### src/rtl/bti_arbiter_if.sv
// Request/response bus shared by the arbiter's host ports and its guest port.
// The master drives requests and accepts responses; the slave does the reverse.
interface bti_arbiter_if #(
    parameter int AW = 32,
    parameter int DW = 32
);
    logic            req_vld;
    logic            req_rdy;
    logic [AW-1:0]   req_addr;
    logic            req_wr;
    logic [DW-1:0]   req_wdata;
    logic [DW/8-1:0] req_strb;
    logic            rsp_vld;
    logic            rsp_rdy;
    logic [DW-1:0]   rsp_rdata;

    modport master (
        output req_vld, req_addr, req_wr, req_wdata, req_strb, rsp_rdy,
        input  req_rdy, rsp_vld, rsp_rdata
    );

    modport slave (
        input  req_vld, req_addr, req_wr, req_wdata, req_strb, rsp_rdy,
        output req_rdy, rsp_vld, rsp_rdata
    );
endinterface

### src/rtl/bti_arbiter.sv
// Two-host to one-guest bus arbiter with an in-order ID FIFO for response routing.
// BTI_ARB_RR_EN selects round-robin (default: fixed priority, host 0 wins); BTI_ARB_ASSERT adds a stray-response check.
module bti_arbiter #(
    parameter int BTI_AW     = 32,
    parameter int BTI_DW     = 32,
    parameter int OSTD_DEPTH = 4
) (
    input  logic           clk,
    input  logic           rst_n,
    bti_arbiter_if.slave   h0,
    bti_arbiter_if.slave   h1,
    bti_arbiter_if.master  g
);
    localparam int PW = $clog2(OSTD_DEPTH);
    localparam int CW = PW + 1;

    logic [PW-1:0] wr_ptr_q, wr_ptr_d;
    logic [PW-1:0] rd_ptr_q, rd_ptr_d;
    logic [CW-1:0] count_q, count_d;
    logic          lock_vld_q, lock_vld_d;
    logic          lock_id_q, lock_id_d;
    logic          id_q [OSTD_DEPTH];

    logic              grant;
    logic              contend_pick;
    logic              ostd_full;
    logic              ostd_empty;
    logic              head_id;
    logic              push;
    logic              pop;
    logic              sel_vld;
    logic [BTI_AW-1:0] sel_addr;
    logic              sel_wr;
    logic [BTI_DW-1:0] sel_wdata;
    logic [BTI_DW/8-1:0] sel_strb;

`ifdef BTI_ARB_RR_EN
    logic prio_q, prio_d;
    assign contend_pick = prio_q;
`else
    assign contend_pick = 1'b0;
`endif

    always_comb begin
        ostd_full  = (count_q == CW'(OSTD_DEPTH));
        ostd_empty = (count_q == '0);
        // A pending (unaccepted) request pins the grant until it hands off.
        if (lock_vld_q) begin
            grant = lock_id_q;
        end else if (h0.req_vld && h1.req_vld) begin
            grant = contend_pick;
        end else begin
            grant = h1.req_vld;
        end
        sel_vld   = grant ? h1.req_vld   : h0.req_vld;
        sel_addr  = grant ? h1.req_addr  : h0.req_addr;
        sel_wr    = grant ? h1.req_wr    : h0.req_wr;
        sel_wdata = grant ? h1.req_wdata : h0.req_wdata;
        sel_strb  = grant ? h1.req_strb  : h0.req_strb;
        head_id   = id_q[rd_ptr_q];
    end

    // Outputs are gated by rst_n so the bus goes quiet the moment reset asserts.
    assign g.req_vld   = rst_n & ~ostd_full & sel_vld;
    assign g.req_addr  = sel_addr;
    assign g.req_wr    = sel_wr;
    assign g.req_wdata = sel_wdata;
    assign g.req_strb  = sel_strb;
    assign h0.req_rdy  = rst_n & ~grant & g.req_rdy & ~ostd_full;
    assign h1.req_rdy  = rst_n &  grant & g.req_rdy & ~ostd_full;

    assign h0.rsp_vld   = rst_n & g.rsp_vld & ~ostd_empty & ~head_id;
    assign h1.rsp_vld   = rst_n & g.rsp_vld & ~ostd_empty &  head_id;
    assign g.rsp_rdy    = rst_n & ~ostd_empty & (head_id ? h1.rsp_rdy : h0.rsp_rdy);
    assign h0.rsp_rdata = g.rsp_rdata;
    assign h1.rsp_rdata = g.rsp_rdata;

    assign push = g.req_vld & g.req_rdy;
    assign pop  = g.rsp_vld & g.rsp_rdy;

    always_comb begin
        wr_ptr_d   = wr_ptr_q + PW'(push);
        rd_ptr_d   = rd_ptr_q + PW'(pop);
        count_d    = count_q + CW'(push) - CW'(pop);
        lock_vld_d = lock_vld_q;
        lock_id_d  = lock_id_q;
        if (push) begin
            lock_vld_d = 1'b0;
        end else if (g.req_vld) begin
            lock_vld_d = 1'b1;
            lock_id_d  = grant;
        end
    end

    always_ff @(posedge clk or negedge rst_n) begin
        if (!rst_n) begin
            wr_ptr_q   <= '0;
            rd_ptr_q   <= '0;
            count_q    <= '0;
            lock_vld_q <= 1'b0;
            lock_id_q  <= 1'b0;
        end else begin
            wr_ptr_q   <= wr_ptr_d;
            rd_ptr_q   <= rd_ptr_d;
            count_q    <= count_d;
            lock_vld_q <= lock_vld_d;
            lock_id_q  <= lock_id_d;
        end
    end

`ifdef BTI_ARB_RR_EN
    always_comb begin
        prio_d = push ? ~grant : prio_q;
    end

    always_ff @(posedge clk or negedge rst_n) begin
        if (!rst_n) begin
            prio_q <= 1'b0;
        end else begin
            prio_q <= prio_d;
        end
    end
`endif

    for (genvar gi = 0; gi < OSTD_DEPTH; gi++) begin : g_id_fifo
        always_ff @(posedge clk or negedge rst_n) begin
            if (!rst_n) begin
                id_q[gi] <= 1'b0;
            end else if (push && (wr_ptr_q == PW'(gi))) begin
                id_q[gi] <= grant;
            end
        end
    end

`ifdef BTI_ARB_ASSERT
    a_rsp_when_empty: assert property (@(posedge clk) disable iff (!rst_n) !(g.rsp_vld && ostd_empty))
        else $error("bti_arbiter: guest response with no outstanding request");
`endif
endmodule

### src/flat_wrapper.sv
// flat-port wrapper written by rule: the top's interface ports become plain ports
module bti_arbiter_flat 
#(
    parameter int BTI_AW     = 32,
    parameter int BTI_DW     = 32,
    parameter int OSTD_DEPTH = 4
)
  (clk, rst_n, h0_req_vld, h0_req_addr, h0_req_wr, h0_req_wdata, h0_req_strb, h0_rsp_rdy, h0_req_rdy, h0_rsp_vld, h0_rsp_rdata, h1_req_vld, h1_req_addr, h1_req_wr, h1_req_wdata, h1_req_strb, h1_rsp_rdy, h1_req_rdy, h1_rsp_vld, h1_rsp_rdata, g_req_vld, g_req_addr, g_req_wr, g_req_wdata, g_req_strb, g_rsp_rdy, g_req_rdy, g_rsp_vld, g_rsp_rdata);
  bti_arbiter_if #(.AW(32), .DW(32)) h0_i ();
  bti_arbiter_if #(.AW(32), .DW(32)) h1_i ();
  bti_arbiter_if #(.AW(32), .DW(32)) g_i ();
  input  logic clk;
  input  logic rst_n;
  input wire logic [$bits(h0_i.req_vld)-1:0] h0_req_vld;
  input wire logic [$bits(h0_i.req_addr)-1:0] h0_req_addr;
  input wire logic [$bits(h0_i.req_wr)-1:0] h0_req_wr;
  input wire logic [$bits(h0_i.req_wdata)-1:0] h0_req_wdata;
  input wire logic [$bits(h0_i.req_strb)-1:0] h0_req_strb;
  input wire logic [$bits(h0_i.rsp_rdy)-1:0] h0_rsp_rdy;
  output wire logic [$bits(h0_i.req_rdy)-1:0] h0_req_rdy;
  output wire logic [$bits(h0_i.rsp_vld)-1:0] h0_rsp_vld;
  output wire logic [$bits(h0_i.rsp_rdata)-1:0] h0_rsp_rdata;
  input wire logic [$bits(h1_i.req_vld)-1:0] h1_req_vld;
  input wire logic [$bits(h1_i.req_addr)-1:0] h1_req_addr;
  input wire logic [$bits(h1_i.req_wr)-1:0] h1_req_wr;
  input wire logic [$bits(h1_i.req_wdata)-1:0] h1_req_wdata;
  input wire logic [$bits(h1_i.req_strb)-1:0] h1_req_strb;
  input wire logic [$bits(h1_i.rsp_rdy)-1:0] h1_rsp_rdy;
  output wire logic [$bits(h1_i.req_rdy)-1:0] h1_req_rdy;
  output wire logic [$bits(h1_i.rsp_vld)-1:0] h1_rsp_vld;
  output wire logic [$bits(h1_i.rsp_rdata)-1:0] h1_rsp_rdata;
  output wire logic [$bits(g_i.req_vld)-1:0] g_req_vld;
  output wire logic [$bits(g_i.req_addr)-1:0] g_req_addr;
  output wire logic [$bits(g_i.req_wr)-1:0] g_req_wr;
  output wire logic [$bits(g_i.req_wdata)-1:0] g_req_wdata;
  output wire logic [$bits(g_i.req_strb)-1:0] g_req_strb;
  output wire logic [$bits(g_i.rsp_rdy)-1:0] g_rsp_rdy;
  input wire logic [$bits(g_i.req_rdy)-1:0] g_req_rdy;
  input wire logic [$bits(g_i.rsp_vld)-1:0] g_rsp_vld;
  input wire logic [$bits(g_i.rsp_rdata)-1:0] g_rsp_rdata;
  assign h0_i.req_vld = h0_req_vld;
  assign h0_i.req_addr = h0_req_addr;
  assign h0_i.req_wr = h0_req_wr;
  assign h0_i.req_wdata = h0_req_wdata;
  assign h0_i.req_strb = h0_req_strb;
  assign h0_i.rsp_rdy = h0_rsp_rdy;
  assign h0_req_rdy = h0_i.req_rdy;
  assign h0_rsp_vld = h0_i.rsp_vld;
  assign h0_rsp_rdata = h0_i.rsp_rdata;
  assign h1_i.req_vld = h1_req_vld;
  assign h1_i.req_addr = h1_req_addr;
  assign h1_i.req_wr = h1_req_wr;
  assign h1_i.req_wdata = h1_req_wdata;
  assign h1_i.req_strb = h1_req_strb;
  assign h1_i.rsp_rdy = h1_rsp_rdy;
  assign h1_req_rdy = h1_i.req_rdy;
  assign h1_rsp_vld = h1_i.rsp_vld;
  assign h1_rsp_rdata = h1_i.rsp_rdata;
  assign g_req_vld = g_i.req_vld;
  assign g_req_addr = g_i.req_addr;
  assign g_req_wr = g_i.req_wr;
  assign g_req_wdata = g_i.req_wdata;
  assign g_req_strb = g_i.req_strb;
  assign g_rsp_rdy = g_i.rsp_rdy;
  assign g_i.req_rdy = g_req_rdy;
  assign g_i.rsp_vld = g_rsp_vld;
  assign g_i.rsp_rdata = g_rsp_rdata;
  bti_arbiter #(.BTI_AW(BTI_AW), .BTI_DW(BTI_DW), .OSTD_DEPTH(OSTD_DEPTH)) u_core (.clk(clk), .rst_n(rst_n), .h0(h0_i), .h1(h1_i), .g(g_i));
endmodule
### config.mk
export PLATFORM = sky130hd
export DESIGN_NAME = bti_arbiter_flat
export DESIGN_NICKNAME = d
export VERILOG_FILES = /design/src/rtl/bti_arbiter_if.sv /design/src/rtl/bti_arbiter.sv /design/src/flat_wrapper.sv
export SDC_FILE = /design/constraint.sdc
export NUM_CORES = 1
export LEC_CHECK = 0
export CELL_PAD_IN_SITES_DETAIL_PLACEMENT = 1
export CELL_PAD_IN_SITES_GLOBAL_PLACEMENT = 2
export CORE_MARGIN = 10
export CORE_UTILIZATION = 10
export CTS_CLUSTER_SIZE = 12
export DETAILED_ROUTE_END_ITERATION = 12
export GPL_TIMING_DRIVEN = 1
export PLACE_DENSITY = 0.95
export SETUP_SLACK_MARGIN = 0.3
export SYNTH_ARGS = -nofsm -noshare
export SYNTH_HDL_FRONTEND = slang
export SYNTH_SLANG_ARGS = --single-unit
### constraint.sdc
create_clock -name clk -period 3.54 [get_ports clk]
set_clock_uncertainty 0.2 [all_clocks]
set_input_delay 0.354 -clock clk [delete_from_list [all_inputs] [get_ports clk]]
set_output_delay 0.354 -clock clk [all_outputs]
set_load 0.05 [all_outputs]
Word-level counts from Yosys, hierarchy flattened. Index checks and enable logic that the tools add are counted.

Equal/unequal tests: 4. Add/sub/neg operators: 4. Reductions and logical operators: 9. Multiplexer cells: 13. $lt $le $gt $ge: 1. Bitwise gates (word level): 22.

Operators with widths (number): 2-to-1 mux 32 bit (2); AND 1 bit (16); 2-to-1 mux 1 bit (9); logical AND 1 bit (5); inverter 1 bit (5); adder 2 x 1 -> 2 bit (2); equality test 2 bit, second input constant (2); 2-to-1 mux 4 bit (1); adder 3 x 1 -> 3 bit (1); equality test 3 bit, second input constant (1); >= comparator 3 bit, second input constant (1); zero test 3 bit (1); inverter 2 -> 3 bit (1); subtractor 3 x 1 -> 3 bit (1); binary-select mux 1 bit (select 2 bit) (1); equality test 2 x 1 -> 1 bit, second input constant (1); zero test 2 bit (1); AND reduction 2 bit (1); nonzero test 2 bit (1).

Input bits: 178. Flip-flop bits (word level): 13. Logic and storage cells: 62. Output and inout bits: 139.

Depth between registers and ports, before layout. Gate-level depths: netlist of the first run.

Word-level depth: 8. Gate-level depth with buffers: 8. Gate-level depth less buffers: 8.

Worst setup path before layout of the first run. Ideal clock, no wire load.

Path kind: reg-to-reg. From: register u_core.rd_ptr_q[0]. To: register u_core.count_q[2]. Path slack: 1054 ps. Arrival: 2163 ps. Stages on the path, launching flop included: 9. Period minus slack after synthesis: 2486 ps. Setup time: 123 ps. Required time: 3217 ps. Path buffers: 0. Path through: dfrtp_1 -> mux4_2 -> mux2i_2 -> or3_4 -> nand2_2 -> ha_1 -> fa_1 -> xnor2_1 -> xnor2_1.

Word-level cells in the longest chain between the ends: 8.

Ends and longest elaborated chain: from (decl) (line bti_arbiter.sv:18) `logic [PW-1:0] rd_ptr_q, rd_ptr_d;`; from (signal assigned) (line bti_arbiter.sv:104) `rd_ptr_q <= rd_ptr_d;`; inverter 2 -> 3 bit (implied by the code) (line bti_arbiter.sv:60) `head_id = id_q[rd_ptr_q];`; binary-select mux 1 bit (select 2 bit) (line bti_arbiter.sv:60); 2-to-1 mux 1 bit (implied by the code) (2 in series) (line bti_arbiter.sv:60); 2-to-1 mux 1 bit (line bti_arbiter.sv:74) `assign g.rsp_rdy = rst_n & ~ostd_empty & (head_id ? h1.rsp_rdy : h0.rsp_rdy);`; AND 1 bit (line bti_arbiter.sv:74); AND 1 bit (line bti_arbiter.sv:79) `assign pop = g.rsp_vld & g.rsp_rdy;`; subtractor 3 x 1 -> 3 bit (line bti_arbiter.sv:84) `count_d = count_q + CW'(push) - CW'(pop);`; named net u_core.count_d[2] (line bti_arbiter.sv:19) `logic [CW-1:0] count_q, count_d;`; to (signal assigned) (line bti_arbiter.sv:105) `count_q <= count_d;`; to (decl) (line bti_arbiter.sv:19).

The timed path passes the listed nets, and every way through them passes these cells. The select of a mux whose other input is x is not followed. A chain may end at the register's enable or synchronous reset.

Worst setup path after layout of the first run.
From: input h1_req_vld. To: output g_req_wdata[30].

Word-level cells in the longest chain between the ends: 4.

Ends and longest elaborated chain: from (decl) (line flat_wrapper.sv:23) `input wire logic [$bits(h1_i.req_vld)-1:0] h1_req_vld;`; logical AND 1 bit (line bti_arbiter.sv:50) `end else if (h0.req_vld && h1.req_vld) begin`; 2-to-1 mux 1 bit (*) (line bti_arbiter.sv:50); 2-to-1 mux 1 bit (*) (line bti_arbiter.sv:48) `if (lock_vld_q) begin`; 2-to-1 mux 32 bit (*) (line bti_arbiter.sv:58) `sel_wdata = grant ? h1.req_wdata : h0.req_wdata;`; to (decl) (line flat_wrapper.sv:35) `output wire logic [$bits(g_i.req_wdata)-1:0] g_req_wdata;`.

Every way passes the cells marked *; elsewhere a longest branch is shown, timed or not.

==> results of run 1 <==
kinds of logic after synthesis:
logic type,count (synthesis),share of synthesized area [%]
simple gates,231,44.1
buf+inv,83,26.9
flops,13,15.7
compound gates,9,3.73
mux,9,5.42
xor+xnor,5,2.11
fa+ha+maj,3,2.17
Yosys cell counts, drive strengths merged:
cell | instances | area (um^2)
xnor2 | 2 | 17.5
nor2 | 7 | 26.3
mux2i | 3 | 33.8
nor3 | 2 | 10.0
xor2 | 3 | 26.3
o21ai | 2 | 10.0
nor4 | 4 | 25.0
buf | 69 | 505
mux2 | 5 | 56.3
nand2 | 210 | 791
nand2b | 4 | 25.0
o311ai | 2 | 32.5
o21bai | 1 | 7.51
nor3b | 1 | 12.5
inv | 3 | 11.3
dfrtp | 13 | 325
nor2b | 1 | 6.26
fa | 1 | 20.0
a21oi | 1 | 5.00
nor4b | 1 | 8.76
or3 | 1 | 11.3
o31ai | 2 | 15.0
mux4 | 1 | 22.5
ha | 2 | 25.0
o21a | 1 | 7.51
clkbuf | 11 | 41.3
worst max path at each step:
stage	to	slack [ns]
global route	g_req_addr[4]	0.45
global placement	g_req_addr[4]	0.44
finish	g_req_wdata[30]	0.58
detailed placement	g_req_addr[11]	0.39
CTS	g_req_addr[11]	0.38
floorplan	u_core.count_q[2]$_DFF_PN0_	1.05
layer usage:
metal | routed length, um | vias to the layer above | track usage [%]
met5 | 0 | - | 0
met4 | 175 | 0 | 1.91
met3 | 1170 | 16 | 3.13
met2 | 5520 | 146 | 12.9
li1 | - | 1320 | -
met1 | 4180 | 1144 | 8.04
per-stage QoR:
step           power, mW  std cells  util [%]  worst slack (ns)
3_3_place_gp        2.78        768      20.0             0.441
3_5_place_dp        2.80        768      20.0             0.388
5_1_grt             3.18        772      20.4             0.449
2_1_floorplan       2.05        353         -              1.05
6_report            2.97        772      20.4             0.577
4_1_cts             3.03        772      20.4             0.381
area by class of cell:
| type | count | share of cell area, % |
|---|---|---|
| repair buffers | 225 | 52.7 |
| multi-input cells | 257 | 29.2 |
| well taps | 270 | 8.12 |
| flip-flops and latches | 13 | 7.82 |
| clock buffers | 3 | 1.80 |
| inverters | 3 | 0.271 |
| clock inverters | 1 | 0.120 |
flip-flops by register name, summed over array words and instances, names as in the netlist:
name,flops
u_core.count_q,3
u_core.id_q,4
u_core.lock_id_q,1
u_core.lock_vld_q,1
u_core.rd_ptr_q,2
u_core.wr_ptr_q,2
power groups by stage:
stage                     sequential [mW]  combinational, mW  clock [mW]
after CTS                           0.308               2.50       0.218
final                               0.307               2.45       0.212
after floorplan                     0.283               1.77           0
after global placement              0.304               2.47           0
after detailed placement            0.307               2.49           0
after global routing                0.326               2.62       0.227
==> Flow_metrics.wiki, run 1 <==
{| class="wikitable"
! Metric !! Value
|-
| Outcome || finished clean
|-
| Total cell area at the placement stage || 4070 um^2
|-
| Share of cells above drive strength 1 || 14.5%
|-
| Number of placement rows || 52
|-
| Hpwl dp || 9420 um
|-
| Slowest cell on crit path || sky130_fd_sc_hd__clkdlybuf4s50_1
|-
| Total clock buffers created by CTS || 3
|-
| Start point of the critical path || h1_req_vld
|-
| Final worst-path cycle share || 83.7%
|-
| Required time at the endpoint of the critical path || 2.99 ns
|-
| Initial cell density of the core || 10.2%
|-
| Critical path's largest stage delay || 0.79 ns
|-
| DR iter-0 viols || 77
|-
| Area growth from synthesis to final layout || 100%
|-
| Placer Congestion || 0.761
|-
| Vias per cell || 3.40
|-
| Aggregate routed wire length || 11000 um
|-
| Most common cell after layout, fill and taps aside || sky130_fd_sc_hd__nand2_1
|-
| Nature of the critical path startpoint || input pin
|-
| Internal Dissipation || 1.21 mW
|-
| Crit path arrival time || 2.41 ns
|-
| Pin count of the biggest net entering global routing || 37
|-
| Number of buffers added for setup after CTS || 0
|-
| Classification of the worst-slack hold path || register to register
|-
| Count of filler cells inserted in the layout || 2483
|-
| Worst min-delay path endpoint || u_core.id_q[1]$_DFFE_PN0P_
|-
| Critical Path Fanout Max || 36
|-
| Residual DRC || 0
|-
| Total area of multi-input combinational cells || 1210 um^2
|-
| Switching power of the nets || 1.76 mW
|-
| Endpoints failing hold || 0
|-
| Reported leakage power || 1.94 nW
|-
| Origin of the worst min-delay path || u_core.id_q[1]$_DFFE_PN0P_
|-
| Final period demand of the worst path || 2.96 ns
|-
| Root buf cell || sky130_fd_sc_hd__clkbuf_16
|-
| Setup slack of the most critical reg-to-reg path || 0.85 ns
|-
| Worst-margin pin slew || 0.621 ns
|-
| Number of hold buffers added after cts || 0
|-
| Final sum of negative setup slack || 0 ns
|-
| Clock-pin transition on the worst setup and hold timing paths || 0.05 ns
|-
| Core box area || 20400 um^2
|-
| Worst path cell trace || clkdlybuf4s50_1 > nand2b_1 > o21ai_4 > buf_12 > nand2_1 > nand2_1 > clkdlybuf4s50_1
|-
| Detail Route Antenna Nets || 0
|-
| Antenna cells || 0
|-
| Origin of the critical flop-to-flop path || u_core.rd_ptr_q[0]$_DFF_PN0_
|-
| Power Density || 713 nW/um^2
|-
| Synthesis-stage register bit count || 13
|-
| Length of the first detailed-routing pass in iterations || 4
|-
| Worst relative slew slack || 58.6%
|-
| Most frequent cells in the layout || sky130_fd_sc_hd__nand2_1 (209), sky130_fd_sc_hd__clkdlybuf4s50_1 (166), sky130_fd_sc_hd__buf_4 (52)
|-
| Worst hold slack after final layout || 0.312 ns
|-
| Count of cell types in the netlist || 31
|-
| Via count of the routed design || 2626
|-
| Sequential area share after synthesis || 15.7%
|-
| Remaining Overflow, GRT || 0
|-
| Post-synthesis cell count || around 350
|-
| Longest Clk Path Bufs || 2
|-
| Worst-skew pair later-pin latency || between 0.2 and 0.25 ns
|-
| Clk network pwr share || 7.1%
|-
| Largest delay share family, worst path || buffers and inverters
|-
| Number of warning messages in the yosys log || 0
|-
| Die boundary height || approximately 160 um
|-
| Max Clk Rate || 337 MHz
|-
| Switching part of the total power || 59.3%
|-
| Synth Cell Area || 2080 um^2
|-
| Io pins || 317
|-
| Fin nets || 684
|-
| Hold path cells || 1
|-
| Post-route standard cell area excluding fillers || ~4200 um^2
|-
| Worst voltage drop across the vdd grid || 0.000324 V
|-
| Max-slew violation total from the final report || 0
|-
| Number of global-route vias before repair || 2811
|-
| Combinational Power Share || 82.5%
|-
| Instance count on the critical path || 7
|-
| Mean instance size in the synthesized netlist || 5.89 um^2
|-
| Capture point of the worst reg-to-reg path || u_core.count_q[2]$_DFF_PN0_
|-
| Post-CTS sizing || 0
|-
| Worst Setup End Kind || primary output
|-
| Die Outline Area || 26900 um^2
|-
| First-pass GRT wire length || 16100 um
|-
| CTS tree || done
|-
| Mean routed wirelength per cell || 14.3 um
|-
| MaxCap Viol Count || 0
|-
| Worst path buffer plus inverter count || 3
|-
| Setup-violating endpoint count in the final report || 0
|-
| Initial antenna violation count || 0
|-
| Reg2Reg Depth || 8
|-
| Floorplan die width || 164 um
|-
| Sequential group share of total power || between 10% and 20%
|-
| Tot GR Track Use || 7.39%
|-
| Clock H-tree levels || 1
|-
| Start-to-end type of the worst setup path || input pin to primary output
|-
| Clk sink count || 13
|-
| Unrepaired setup endpoints after global routing || false
|-
| Total area of sequential cells || 325 um^2
|-
| Synthesized Nets || around 530
|-
| Number of I/O port buffers || 220
|}
(Power assumes the default switching activity.)
==> run 2, diff against run 1 <==
==> constraint.sdc (replaced) <==
create_clock -name clk -period 2.55 [get_ports clk]
set_clock_uncertainty 0.2 [all_clocks]
set_input_delay 0.255 -clock clk [delete_from_list [all_inputs] [get_ports clk]]
set_output_delay 0.255 -clock clk [all_outputs]
set_load 0.05 [all_outputs]
==> run 2 against run 1 <==
Combinational power up 100%. Die area did not move. Routed wire length is 21% higher. Sequential share of layout area is 1.7 points lower. Global-route usage up 0.66 points. Worst setup slack got worse by 0.52 ns. Clock power rose by 41%. First-iteration DRC count grew 7.8%. Total power increased by 91%. Clock-buffer cell count rose by 1. Non-clock buffer count rose by 19. Register-to-register slack worse by 0.80 ns. Critical path type is now register to register. Highest routed layer unchanged.
==> Flow_metrics.wiki, run 2 (synthesized netlist as in run 1, its figures left out) <==
{| class="wikitable"
! Metric !! Value
|-
| Core box area || 20400 um^2
|-
| Outcome || finished clean
|-
| Internal Dissipation || ~2.8 mW
|-
| Hpwl dp || 10200 um
|-
| Combinational Power Share || 87.1%
|-
| Clk sink count || 13
|-
| Number of hold buffers added after cts || 0
|-
| Longest Clk Path Bufs || 2
|-
| Most frequent cells in the layout || sky130_fd_sc_hd__nand2_1 (206), sky130_fd_sc_hd__clkdlybuf4s50_1 (143), sky130_fd_sc_hd__buf_12 (81)
|-
| Number of global-route vias before repair || 2916
|-
| Endpoints failing hold || 0
|-
| Final sum of negative setup slack || 0 ns
|-
| Worst-skew pair later-pin latency || 0.24 ns
|-
| Initial antenna violation count || 0
|-
| Switching part of the total power || 50.1%
|-
| Register name with the most flops || u_core.id_q
|-
| Required time at the endpoint of the critical path || 2.51 ns
|-
| Unrepaired setup endpoints after global routing || true
|-
| First-pass GRT wire length || 17300 um
|-
| Length of the first detailed-routing pass in iterations || 4
|-
| Setup slack after placement || -0.0333 ns
|-
| Clk network pwr share || 5.3%
|-
| Sequential group share of total power || 7.6%
|-
| Fin nets || 703
|-
| MaxCap Viol Count || 0
|-
| Die boundary height || 164 um
|-
| Flip-flop count of the largest register, all copies and words added || 4
|-
| Reported leakage power || 2.44 nW
|-
| Classification of the worst-slack hold path || input pin to async pin
|-
| Placer Congestion || around 0.75
|-
| Area growth from synthesis to final layout || 157%
|-
| Floorplan die width || ~160 um
|-
| Io pins || 317
|-
| Clock-pin transition on the worst setup and hold timing paths || 0.05 ns
|-
| Worst-margin pin slew || 0.391 ns
|-
| Switching power of the nets || 2.84 mW
|-
| Number of placement rows || 52
|-
| Via count of the routed design || 2758
|-
| DR iter-0 viols || 83
|-
| Aggregate routed wire length || ~13000 um
|-
| Number of cells after detailed placement || between 700 and 800
|-
| Worst relative slew slack || 73.7%
|-
| Crit path arrival time || between 2 and 2.5 ns
|-
| Residual DRC || 0
|-
| Clock H-tree levels || 1
|-
| Start point of the critical path || u_core.rd_ptr_q[0]$_DFF_PN0_
|-
| Detail Route Antenna Nets || 0
|-
| Initial cell density of the core || 10.2%
|-
| Start-to-end type of the worst setup path || register to register
|-
| Final worst-path cycle share || 97.9%
|-
| Share of cells above drive strength 1 || 23.2%
|-
| Max Clk Rate || 401 MHz
|-
| Number of I/O port buffers || 220
|-
| Total clock buffers created by CTS || 3
|-
| Mean routed wirelength per cell || roughly 17 um
|-
| Final worst slack || 0.0537 ns
|-
| Tot GR Track Use || about 8.1%
|-
| Nature of the critical path startpoint || register
|-
| Die Outline Area || around 27000 um^2
|-
| Worst voltage drop across the vdd grid || 0.000460 V
|-
| Registers with the most flip-flops || u_core.id_q x4, u_core.count_q x3
|-
| Setup-violating endpoint count in the final report || 0
|-
| Power Density || 1060 nW/um^2
|-
| Remaining Overflow, GRT || 0
|-
| Critical Path Fanout Max || 3
|-
| Max-slew violation total from the final report || 0
|-
| Antenna cells || 0
|-
| Most common cell after layout, fill and taps aside || sky130_fd_sc_hd__nand2_1
|-
| Origin of the critical flop-to-flop path || u_core.rd_ptr_q[0]$_DFF_PN0_
|-
| Number of cells in the finished layout apart from fillers || 791
|-
| Worst Setup End Kind || register
|-
| Pin count of the biggest net entering global routing || 40
|-
| Root buf cell || sky130_fd_sc_hd__clkbuf_16
|-
| CTS tree || done
|-
| Final period demand of the worst path || 2.50 ns
|-
| Total power of the final layout || 5.67 mW
|-
| Vias per cell || between 3 and 4
|}
==> run 2: layout make-up <==
class	instances	area, um^2
Fill cell	2350	15000
Timing Repair Buffer	244	3320
Multi-Input combinational cell	257	1260
Tap cell	270	338
Sequential cell	13	325
Clock buffer	4	78.8
Inverter	3	11.3
==> run 2: worst paths after layout <==
kind | endpoint | slack [ns] | cells past startpoint
min reg2reg | u_core.id_q[1]$_DFFE_PN0P_ | 0.29 | 1
max in group asynchronous | u_core.rd_ptr_q[1]$_DFF_PN0_ | 1.82 | 2
min | u_core.count_q[0]$_DFF_PN0_ | 0.18 | 2
min in group clk | u_core.id_q[1]$_DFFE_PN0P_ | 0.29 | 1
max | u_core.count_q[2]$_DFF_PN0_ | 0.05 | 8
max reg2reg | u_core.count_q[2]$_DFF_PN0_ | 0.05 | 8
==> run 2: layer usage <==
layer	vias up	share of wire, %	global-route usage, %
li1	1358	-	-
met1	1253	38	8.54
met2	123	53	14.9
met3	24	7.9	2.88
met4	0	1.4	1.75
met5	-	0	0
==> run 2: power groups by stage <==
stage	Combinational [mW]	Clock, mW	Sequential (mW)
floorplan	2.46	0	0.392
global placement	4.52	0	0.423
detailed placement	4.59	0	0.431
CTS	4.67	0.304	0.431
global route	5.22	0.314	0.448
finish	4.94	0.299	0.430
==> run 2: what timing repair did <==
| item | in CTS | in global routing |
|---|---|---|
| endpoints found under the setup margin | 3 | 9 |
| cloned | 0 | 6 |
| pin swaps | 1 | 5 |
| buffers inserted | 2 | 4 |
| gates resized for setup | 5 | 10 |
==> run 2: critical path, stage by stage (launching register included) <==
cell and delay (ns):
sky130_fd_sc_hd__dfrtp_1 0.36, sky130_fd_sc_hd__mux4_2 0.56, sky130_fd_sc_hd__mux2i_4 0.22, sky130_fd_sc_hd__o21ai_1 0.15
sky130_fd_sc_hd__nand2_2 0.08, sky130_fd_sc_hd__ha_4 0.16, sky130_fd_sc_hd__fa_2 0.34, sky130_fd_sc_hd__xnor2_2 0.15
sky130_fd_sc_hd__xnor2_1 0.18
==> run 2: per-stage QoR <==
stage                     area [um^2]  util (%)  hold WS [ns]
after floorplan                  2090         -        -0.241
after global placement           4980      24.4         0.270
after detailed placement         4980      24.4         0.281
after CTS                        5090      25.0         0.198
after global routing             5330      26.2         0.208
final                            5330      26.2         0.181
